<file path="config.mk">
export PLATFORM = sky130hd
export DESIGN_NAME = pb_input_conditioner_flat
export DESIGN_NICKNAME = d
export VERILOG_FILES = /design/src/rtl/pb_input_conditioner_if.sv /design/src/rtl/pb_input_conditioner.sv /design/src/flat_wrapper.sv
export SDC_FILE = /design/constraint.sdc
export NUM_CORES = 1
export LEC_CHECK = 0
export BUFFER_PORTS_ARGS = -buffer_cell sky130_fd_sc_hd__buf_2
export CORE_AREA = 2 2 84 86
export CTS_CLUSTER_DIAMETER = 30
export DETAILED_ROUTE_END_ITERATION = 8
export DIE_AREA = 0 0 86 88
export HOLD_SLACK_MARGIN = 0.1
export PLACE_DENSITY = 0.67
export SETUP_SLACK_MARGIN = 0.1
export SLEW_MARGIN = 20
export SYNTH_ARGS = -nofsm -noshare
export SYNTH_HDL_FRONTEND = slang
export SYNTH_SLANG_ARGS = --single-unit
</file>
<file path="constraint.sdc">
create_clock -name clock -period 1.5 [get_ports clock]
set_input_delay 0.15 -clock clock [delete_from_list [all_inputs] [get_ports clock]]
set_output_delay 0.15 -clock clock [all_outputs]
set_load 0.005 [all_outputs]
</file>
<file path="src/rtl/pb_input_conditioner_if.sv">
// rtl/pb_input_conditioner_if.sv - pushbutton conditioner signal bundle
//
// Purpose: groups the raw button inputs, the uP read strobe and the
//          conditioned button outputs of pb_input_conditioner.
// Signals:
//   pb_raw     [WIDTH] raw, asynchronous, bounce-prone buttons
//   rd_strobe  [1]     uP input-read pulse, clears pb_latched
//   pb_level   [WIDTH] debounced level, 1 = pressed
//   pb_press   [WIDTH] one-cycle pulse on a debounced rising edge
//   pb_latched [WIDTH] sticky press capture, cleared by rd_strobe
//   pb_any     [1]     registered OR of pb_latched
// Modports:
//   master - board/uP side (drives pb_raw, rd_strobe)
//   slave  - conditioner side (drives the conditioned outputs)

interface pb_input_conditioner_if #(
  parameter int WIDTH = 4
);
  logic [WIDTH-1:0] pb_raw;
  logic             rd_strobe;
  logic [WIDTH-1:0] pb_level;
  logic [WIDTH-1:0] pb_press;
  logic [WIDTH-1:0] pb_latched;
  logic             pb_any;

  modport master (
    output pb_raw,
    output rd_strobe,
    input  pb_level,
    input  pb_press,
    input  pb_latched,
    input  pb_any
  );

  modport slave (
    input  pb_raw,
    input  rd_strobe,
    output pb_level,
    output pb_press,
    output pb_latched,
    output pb_any
  );
endinterface

</file>
<file path="src/rtl/pb_input_conditioner.sv">
// rtl/pb_input_conditioner.sv - pushbutton synchroniser, debouncer and press latch
//
// Purpose: per button bit, a 2-flop synchroniser followed by a counter-based
//          debounce FSM. Produces a clean level, a one-cycle press pulse and
//          a sticky press latch that the uP clears with rd_strobe.
// Parameters:
//   WIDTH     number of independent button channels
//   DB_CYCLES consecutive synchronised samples needed to accept a change (2..255)
//   CNT_W     debounce counter width, 2**CNT_W > DB_CYCLES
// Ports:
//   clock  rising-edge system clock
//   reset  synchronous, active-high reset
//   pb     pb_input_conditioner_if.slave (pb_raw, rd_strobe in;
//          pb_level, pb_press, pb_latched, pb_any out)
// Build option:
//   PB_ACTIVE_LOW_EN  defined: buttons are active-low (pull-up boards);
//                     outputs still use 1 = pressed.

module pb_input_conditioner #(
  parameter int WIDTH     = 4,
  parameter int DB_CYCLES = 4,
  parameter int CNT_W     = 8
) (
  input  logic                   clock,
  input  logic                   reset,
  pb_input_conditioner_if.slave  pb
);

  typedef enum logic [1:0] {
    STABLE_LO = 2'd0,
    WAIT_HI   = 2'd1,
    STABLE_HI = 2'd2,
    WAIT_LO   = 2'd3
  } state_t;

  localparam logic [CNT_W-1:0] CNT_LAST = CNT_W'(DB_CYCLES - 1);
  localparam logic [CNT_W-1:0] CNT_ONE  = CNT_W'(1);

  // Synchroniser stages hold the raw board level; the reset value is the
  // idle (released) level so that a released button never starts a debounce
  // right after reset.
`ifdef PB_ACTIVE_LOW_EN
  localparam logic [WIDTH-1:0] SYNC_IDLE = '1;
`else
  localparam logic [WIDTH-1:0] SYNC_IDLE = '0;
`endif

  logic [WIDTH-1:0] sync1;
  logic [WIDTH-1:0] sync2;
  logic [WIDTH-1:0] pressed_s;   // synchronised, 1 = pressed

  state_t           state_q [WIDTH];
  state_t           state_d [WIDTH];
  logic [CNT_W-1:0] cnt_q   [WIDTH];
  logic [CNT_W-1:0] cnt_d   [WIDTH];

  logic [WIDTH-1:0] level_q,   level_d;
  logic [WIDTH-1:0] press_q,   press_d;
  logic [WIDTH-1:0] latched_q, latched_d;
  logic             any_q;

  // ---------------------------------------------------------------------
  // Synchroniser
  // ---------------------------------------------------------------------
  always_ff @(posedge clock) begin
    if (reset) begin
      sync1 <= SYNC_IDLE;
      sync2 <= SYNC_IDLE;
    end else begin
      sync1 <= pb.pb_raw;
      sync2 <= sync1;
    end
  end

`ifdef PB_ACTIVE_LOW_EN
  assign pressed_s = ~sync2;
`else
  assign pressed_s = sync2;
`endif

  // ---------------------------------------------------------------------
  // Debounce FSM state registers
  // ---------------------------------------------------------------------
  always_ff @(posedge clock) begin
    if (reset) begin
      for (int i = 0; i < WIDTH; i++) begin
        state_q[i] <= STABLE_LO;
        cnt_q[i]   <= '0;
      end
      level_q   <= '0;
      press_q   <= '0;
      latched_q <= '0;
      any_q     <= 1'b0;
    end else begin
      for (int i = 0; i < WIDTH; i++) begin
        state_q[i] <= state_d[i];
        cnt_q[i]   <= cnt_d[i];
      end
      level_q   <= level_d;
      press_q   <= press_d;
      latched_q <= latched_d;
      // pb_any deliberately lags pb_latched by one cycle.
      any_q     <= |latched_q;
    end
  end

  // ---------------------------------------------------------------------
  // Debounce FSM next-state / output logic
  // ---------------------------------------------------------------------
  // cnt counts synchronised samples of the candidate value seen so far; the
  // first one is counted on the transition into WAIT_*, so acceptance happens
  // on the DB_CYCLES-th consecutive sample.
  always_comb begin
    state_d = state_q;
    cnt_d   = cnt_q;
    level_d = level_q;
    press_d = '0;

    for (int i = 0; i < WIDTH; i++) begin
      case (state_q[i])
        STABLE_LO: begin
          if (pressed_s[i]) begin
            state_d[i] = WAIT_HI;
            cnt_d[i]   = CNT_ONE;
          end else begin
            cnt_d[i]   = '0;
          end
        end

        WAIT_HI: begin
          if (!pressed_s[i]) begin
            state_d[i] = STABLE_LO;
            cnt_d[i]   = '0;
          end else if (cnt_q[i] == CNT_LAST) begin
            state_d[i] = STABLE_HI;
            cnt_d[i]   = '0;
            level_d[i] = 1'b1;
            press_d[i] = 1'b1;
          end else begin
            cnt_d[i]   = cnt_q[i] + CNT_ONE;
          end
        end

        STABLE_HI: begin
          if (!pressed_s[i]) begin
            state_d[i] = WAIT_LO;
            cnt_d[i]   = CNT_ONE;
          end else begin
            cnt_d[i]   = '0;
          end
        end

        WAIT_LO: begin
          if (pressed_s[i]) begin
            state_d[i] = STABLE_HI;
            cnt_d[i]   = '0;
          end else if (cnt_q[i] == CNT_LAST) begin
            state_d[i] = STABLE_LO;
            cnt_d[i]   = '0;
            level_d[i] = 1'b0;
          end else begin
            cnt_d[i]   = cnt_q[i] + CNT_ONE;
          end
        end

        default: begin
          state_d[i] = STABLE_LO;
          cnt_d[i]   = '0;
        end
      endcase
    end

    // A press accepted on the same edge as a read wins, so no press is lost.
    latched_d = (pb.rd_strobe ? '0 : latched_q) | press_d;
  end

  assign pb.pb_level   = level_q;
  assign pb.pb_press   = press_q;
  assign pb.pb_latched = latched_q;
  assign pb.pb_any     = any_q;

endmodule
</file>
<file path="src/flat_wrapper.sv">
// flat-port wrapper written by rule: the top's interface ports become plain ports
module pb_input_conditioner_flat 
#(
  parameter int WIDTH     = 4,
  parameter int DB_CYCLES = 4,
  parameter int CNT_W     = 8
)
  (clock, reset, pb_pb_raw, pb_rd_strobe, pb_pb_level, pb_pb_press, pb_pb_latched, pb_pb_any);
  pb_input_conditioner_if #(.WIDTH(WIDTH)) pb_i ();
  input  logic clock;
  input  logic reset;
  input wire logic [$bits(pb_i.pb_raw)-1:0] pb_pb_raw;
  input wire logic [$bits(pb_i.rd_strobe)-1:0] pb_rd_strobe;
  output wire logic [$bits(pb_i.pb_level)-1:0] pb_pb_level;
  output wire logic [$bits(pb_i.pb_press)-1:0] pb_pb_press;
  output wire logic [$bits(pb_i.pb_latched)-1:0] pb_pb_latched;
  output wire logic [$bits(pb_i.pb_any)-1:0] pb_pb_any;
  assign pb_i.pb_raw = pb_pb_raw;
  assign pb_i.rd_strobe = pb_rd_strobe;
  assign pb_pb_level = pb_i.pb_level;
  assign pb_pb_press = pb_i.pb_press;
  assign pb_pb_latched = pb_i.pb_latched;
  assign pb_pb_any = pb_i.pb_any;
  pb_input_conditioner #(.WIDTH(WIDTH), .DB_CYCLES(DB_CYCLES), .CNT_W(CNT_W)) u_core (.clock(clock), .reset(reset), .pb(pb_i));
endmodule
</file>
==> reports/qor.csv, run 1 <==
stage,metric,value,unit
clocking,Root Driver,clkbuf_8,
route,drt wl/cell,13.1,microns
grt,vias in the first global route,1867,
grt,largest net degree at the start of global routing,13,
logic_synthesis,"EDFF count, synth",0,
route,Routed Antenna Nets,0,
sta,Rel. slew slack,72.8,%
die,Top-Level Pins,20,
sta,Fin. Hold Viols,0,
grt,first-pass GRT wire length,8360,microns
critical_path,"Slowest-stage cell, CP",or4_4,
sta,final setup violation count,0,
die,CORE AREA,6640,sq um
final_layout,Ant. Diodes,0,
logic_synthesis,Netlist cell types,50,
route,DR vias/cell,5.19,
logic_synthesis,syn_area_per_cell,9.73,sq um
sta,TNS Setup,0,ns
logic_synthesis,sequential share of the synthesized area,48.8,%
clocking,H-Tree Level Count,3,
die,initial core utilization,37.6,%
outcome,status,completed,
sta,crit share post-route,96.0,%
clocking,CTS sink cnt,61,
sta,Final min period,1.44,ns
logic_synthesis,YS warnings,0,
die,chip height,88,microns
clocking,clk buf depth,2,
placement,RePlAce Congestion,0.814,
sta,Final Worst Setup Slack,0.0595,ns
critical_path,Worst EP required,1.78,ns
logic_synthesis,synthesized instance count,257,
critical_path,endpoint class of the critical path,flop,
pwr,PD cells,1080,nW/um^2
die,# rows,30,
pwr,sw frac,19.8,%
sta,Peak Freq,694,MHz
sta,worst-margin pin slew,0.408,ns
die,area of the die,7570,sq um
route,drt pass-1 iters,4,
critical_path,Worst EP arrival,1.72,ns
grt,"Remaining Overflow, GRT",0,
placement,half-perimeter wire length after placement,3460,microns
worst_hold_path,worst hold path class,primary input to flop,
critical_path,crit-path cells,or4_4 > nor4b_4 > and2_1,
run,max_cap viols,0,
pwr,Pwr Total,3.50,mW
pwr,P_int,2.80,mW
final_layout,"commonest non-fill, non-tap cells in the layout","dfxtp_1, buf_4, buf_2",
route,drt total wl,5160,microns
critical_path,Crit Path Max Fanout,5,
critical_path,CP startpoint kind,flop,
logic_synthesis,"FF+latch count, synth",61,
logic_synthesis,fraction of registers with async set/reset,0,%
final_layout,"leading cell type in the layout, fill and taps excluded",dfxtp_1,
sta,Clock Skew,0.00638,ns
pwr,Leakage,1.21,nW
sta,Pins Over Slew Limit,0,
clocking,CTS tree,yes,
logic_synthesis,Post-Synthesis Net Count,269,
pwr,Net Sw Power,691,uW
final_layout,share of post-route cells with drive strength above 1,29.7,%
pwr,Seq pwr share,47.5,%
pwr,VDD IR max,0.000937,V
route,drc violations,0,
clocking,Num CTS Buffers,9,
final_layout,Layout Nets,320,
logic_synthesis,Most used DFF post-synth,dfxtp_1,
critical_path,Setup CP Type,flop to flop,
sta,RSZ-0062 raised after global routing,true,
route,vias,2039,
grt,Global Route Usage Sum,14.3,%
pwr,Comb pwr share,2.6,%
logic_synthesis,mapped cell area,2500,sq um
die,die outline width,86,microns
clocking,clk_lat worst skew,0.34,ns
clocking,Clock transition at path regs,0.07,ns
placement,pre-CTS WS,0.0606,ns
route,DRT iter0 DRCs,77,
final_layout,Synth-to-Final Area Change,29.6,%
grt,initial antenna violation count,0,
critical_path,crit-path max cell delay,0.55,ns
pwr,Clk pwr share,50.0,%
placement,Buffers on Ports,19,
## cell usage after synthesis (2+ instances only)
| library cell | number | share of area, % |
|---|---|---|
| xnor2_1 | 4 | 1.4 |
| nor4_1 | 3 | 0.75 |
| clkbuf_1 | 2 | 0.30 |
| a21oi_1 | 12 | 2.4 |
| nor2_1 | 12 | 1.8 |
| nand2_1 | 12 | 1.8 |
| xor2_1 | 9 | 3.2 |
| or4_4 | 2 | 0.90 |
| nand3_1 | 19 | 3.8 |
| nor2b_1 | 8 | 2.0 |
| a32o_1 | 2 | 0.80 |
| nand4_1 | 4 | 1.0 |
| and3_1 | 3 | 0.75 |
| a21bo_2 | 2 | 0.80 |
| o21ai_0 | 13 | 2.6 |
| a21o_1 | 3 | 0.90 |
| nor3_1 | 5 | 1.0 |
| ha_1 | 5 | 2.5 |
| nor3b_1 | 6 | 1.8 |
| a211oi_1 | 10 | 3.0 |
| dfxtp_1 | 61 | 49 |
| or2b_1 | 3 | 0.90 |
| or3_1 | 11 | 2.8 |
| nand2b_1 | 3 | 0.75 |
| or4_1 | 2 | 0.60 |
| inv_1 | 9 | 1.4 |
| nor4b_1 | 2 | 0.70 |
| a21boi_0 | 2 | 0.60 |
| and2_1 | 5 | 1.3 |
| o311ai_0 | 3 | 1.1 |
## final timing paths
kind / startpoint / endpoint / slack [ns] / cells after the start
worst min register to register: u_core.sync1[3] / u_core.pressed_s[3] / 0.44 / 1
worst max register to register: u_core.cnt_q[26] / u_core.pb.pb_press[0] / 0.06 / 3
worst min-delay path: pb_rd_strobe / u_core.pb.pb_latched[1] / 0.13 / 4
worst max-delay path: u_core.cnt_q[26] / u_core.pb.pb_press[0] / 0.06 / 3
## logic make-up after synthesis
family          count (synthesis)  synth area share, %
compound gates                 56                 15.0
xor+xnor                       13                 4.55
fa+ha+maj                       5                 2.50
buf+inv                        13                 2.00
flops                          61                 48.8
simple gates                  109                 27.2
## layer usage
metal	share of wire, %	routed length (microns)	global-route usage [%]
met3	3.1	159	3.86
met1	48	2480	18.4
met4	2.6	134	9.24
met5	0	0	0
met2	46	2380	21.1
## sequential cells by signal, summed over array words and instances (netlist names), named ones only
register and cells:
u_core.sync1 4, u_core.pressed_s 4, u_core.pb.pb_any 1, u_core.cnt_q 32
u_core.state_q 4, u_core.pb.pb_level 4, u_core.pb.pb_latched 4, u_core.pb.pb_press 4
## critical path: cells and delay by family, from the launching register on
kind	cells	cell delay, ns
and+or+nand+nor	3	1.07
DFF	1	0.32
## final cells by class
class / instances / area, sq um
clock buffers: 13 / 179
clock inverters: 3 / 65.1
fillers: 588 / 3400
inverters: 10 / 37.5
multi-input cells: 183 / 1340
flip-flops and latches: 61 / 1240
well taps: 80 / 100
repair buffers: 43 / 285
## stage by stage
step           hold WS, ns  cells  cell area [sq um]  utilization (%)
2_1_floorplan        0.232    257               2510                -
3_5_place_dp         0.364    372               2830             42.6
4_1_cts              0.123    392               3150             47.4
6_report             0.131    393               3240             48.8
3_3_place_gp         0.359    372               2830             42.6
5_1_grt              0.149    393               3240             48.8
## power by group through the flow
stage                     registers, mW  logic (mW)  clock network [mW]
after CTS                          1.66      0.0891                1.78
after floorplan                    1.69      0.0433                   0
after detailed placement           1.69      0.0803                   0
final                              1.66      0.0895                1.75
after global routing               1.66      0.0992                1.85
after global placement             1.70      0.0781                   0
## repair_timing
| item | 4_1_cts | 5_1_grt |
|---|---|---|
| setup buffers | 0 | 1 |
| endpoints found under the setup margin | 14 | 30 |
| pin swaps | 3 | 2 |
| endpoints found under the hold margin | 4 | 0 |
| gates resized for setup | 8 | 25 |
| hold buffers | 4 | 0 |
(Power assumes the default switching activity.)
==> run 2, diff against run 1 <==
- ABC_AREA: not set -> 1
- GPL_TIMING_DRIVEN: not set -> 0
==> run 2 against run 1 <==
Global-route usage decreased by 1.3 points. Clock skew up 0.0024 ns. Sequential share of layout area up 3.4 points. Cell count is 14% higher. Synthesized cell count rose by 28%. Largest power group is now sequential cells.
==> reports/qor.csv, run 2 <==
stage,metric,value,unit
outcome,status,completed,
placement,half-perimeter wire length after placement,3170,microns
pwr,PD cells,1070,nW/um^2
sta,Final min period,1.31,ns
placement,Buffers on Ports,19,
final_layout,Synth-to-Final Area Change,17.6,%
logic_synthesis,post-synth top area share,48.9,%
grt,initial antenna violation count,0,
logic_synthesis,syn_area_per_cell,7.61,sq um
route,drt wl/cell,9.76,microns
final_layout,register area,1220,sq um
sta,Pins Over Slew Limit,0,
logic_synthesis,Yosys top cell by area,dfxtp_1,
route,Routed Antenna Nets,0,
sta,worst-margin pin slew,0.444,ns
logic_synthesis,Post-synth top cells,"nor2_1, dfxtp_1, nand2_1",
logic_synthesis,sequential share of the synthesized area,48.9,%
clocking,H-Tree Level Count,3,
die,die outline width,86,microns
final_layout,final instance area,2940,sq um
logic_synthesis,fraction of registers with async set/reset,0,%
sta,RSZ-0062 raised after global routing,false,
die,area of the die,7570,sq um
die,Top-Level Pins,20,
logic_synthesis,"FF+latch count, synth",61,
run,max_cap viols,0,
logic_synthesis,mapped cell area,2500,sq um
logic_synthesis,"EDFF count, synth",0,
grt,vias in the first global route,1845,
final_layout,"commonest non-fill, non-tap cells in the layout","nor2_1, nand2_1, dfxtp_1",
pwr,Leakage,1.27,nW
pwr,VDD IR max,0.000477,V
die,# rows,30,
grt,first-pass GRT wire length,7580,microns
critical_path,CP startpoint kind,flop,
logic_synthesis,synth top area cells,"dfxtp_1, nor2_1, nand2_1",
critical_path,Setup CP Type,flop to flop,
final_layout,share of post-route cells with drive strength above 1,13.4,%
sta,Fin. Hold Viols,0,
final_layout,Layout Nets,374,
die,initial core utilization,37.6,%
final_layout,Ant. Diodes,0,
critical_path,Crit Path Max Fanout,4,
route,DRT iter0 DRCs,41,
clocking,CTS sink cnt,61,
sta,TNS Setup,0,ns
grt,Global Route Usage Sum,12.9,%
logic_synthesis,YS warnings,0,
clocking,clk_lat worst skew,0.34,ns
final_layout,Largest Register,u_core.cnt_q,
critical_path,Worst EP arrival,1.59,ns
grt,largest net degree at the start of global routing,11,
clocking,Clock transition at path regs,0.06,ns
route,drt pass-1 iters,4,
final_layout,max reg flops,32,
die,CORE AREA,6640,sq um
sta,Clock Skew,0.00878,ns
sta,final setup violation count,0,
logic_synthesis,"count leader, synth",nor2_1,
die,chip height,88,microns
clocking,CTS tree,yes,
grt,"Remaining Overflow, GRT",0,
worst_hold_path,worst hold path class,primary input to flop,
route,drc violations,0,
route,drt total wl,4360,microns
logic_synthesis,Most used DFF post-synth,dfxtp_1,
final_layout,Multi-input gate area,1090,sq um
final_layout,Filler Cell Count,668,
placement,placed instance area,2690,sq um
critical_path,endpoint class of the critical path,flop,
route,vias,2024,
clocking,clk buf depth,2,
logic_synthesis,Netlist cell types,28,
clocking,Root Driver,clkbuf_8,
logic_synthesis,synthesized instance count,328,
sta,Peak Freq,763,MHz
clocking,Post-CTS Setup Inserts,0,
final_layout,post-route core utilization,44.2,%
sta,Rel. slew slack,70.4,%
pwr,Pwr Total,3.15,mW
placement,RePlAce Congestion,0.783,
sta,crit share post-route,87.3,%
clocking,Num CTS Buffers,9,
logic_synthesis,Post-Synthesis Net Count,340,
final_layout,"leading cell type in the layout, fill and taps excluded",nor2_1,
critical_path,Worst EP required,1.78,ns
route,DR vias/cell,4.53,
run 2: where the power goes:
group	total [mW]	switching [mW]	internal [mW]
registers	1.66	0.0169	1.64
clock network	1.40	0.582	0.817
logic	0.0900	0.0546	0.0354
total	3.15	0.654	2.50
run 2: cell families after synthesis:
| logic type | Yosys count | share of synthesized area [%] |
|---|---|---|
| fa+ha+maj | 5 | 2.51 |
| compound gates | 21 | 5.01 |
| simple gates | 174 | 30.8 |
| buf+inv | 54 | 8.17 |
| xor+xnor | 13 | 4.56 |
| flops | 61 | 48.9 |
run 2: worst paths after layout:
path / start / to / slack, ns / depth (start not counted)
max: u_core.cnt_q[8] / u_core.pb.pb_level[2] / 0.19 / 7
min: pb_rd_strobe / u_core.pb.pb_latched[2] / 0.14 / 4
max reg2reg: u_core.cnt_q[8] / u_core.pb.pb_level[2] / 0.19 / 7
min reg2reg: u_core.sync1[2] / u_core.pressed_s[2] / 0.42 / 2
run 2: worst max-delay path, cell delays in order, from the launching register on:
cell and delay, ns:
dfxtp_2 0.34, ha_2 0.19, nand2_1 0.06, nor2_1 0.16, nand2_2 0.11, nor2_4 0.13
nand4_1 0.16, nand2_1 0.10
run 2: cell type report:
cell class / instances / share of cell area [%]
clock inverter: 1 / 1.02
tap: 80 / 3.41
multi-input combinational: 213 / 37.1
timing repair buffer: 23 / 4.60
sequential: 61 / 41.6
buffer: 3 / 0.426
inverter: 51 / 6.52
clock buffer: 15 / 5.33
run 2: stage by stage:
stage	std cells	worst slack [ns]	hold slack (ns)
final	447	0.190	0.136
after global routing	447	0.0673	0.157
after CTS	447	0.145	0.116
after detailed placement	427	0.153	0.364
after global placement	427	0.169	0.357
after floorplan	328	0.321	0.257
run 2: routing by layer:
metal  GRT usage [%]  wire length [microns]  vias to the layer above
met5               0                      0                        -
met4            7.36                    108                        0
met3            4.90                    197                       10
met2            20.8                   1870                       33
met1            14.8                   2180                      891
li1                -                      -                     1090
run 2: what timing repair did:
action,in CTS,in global routing
gates resized for setup,0,7
hold buffers,4,0
endpoints found under the setup margin,0,24
hold endpoints to repair,4,0
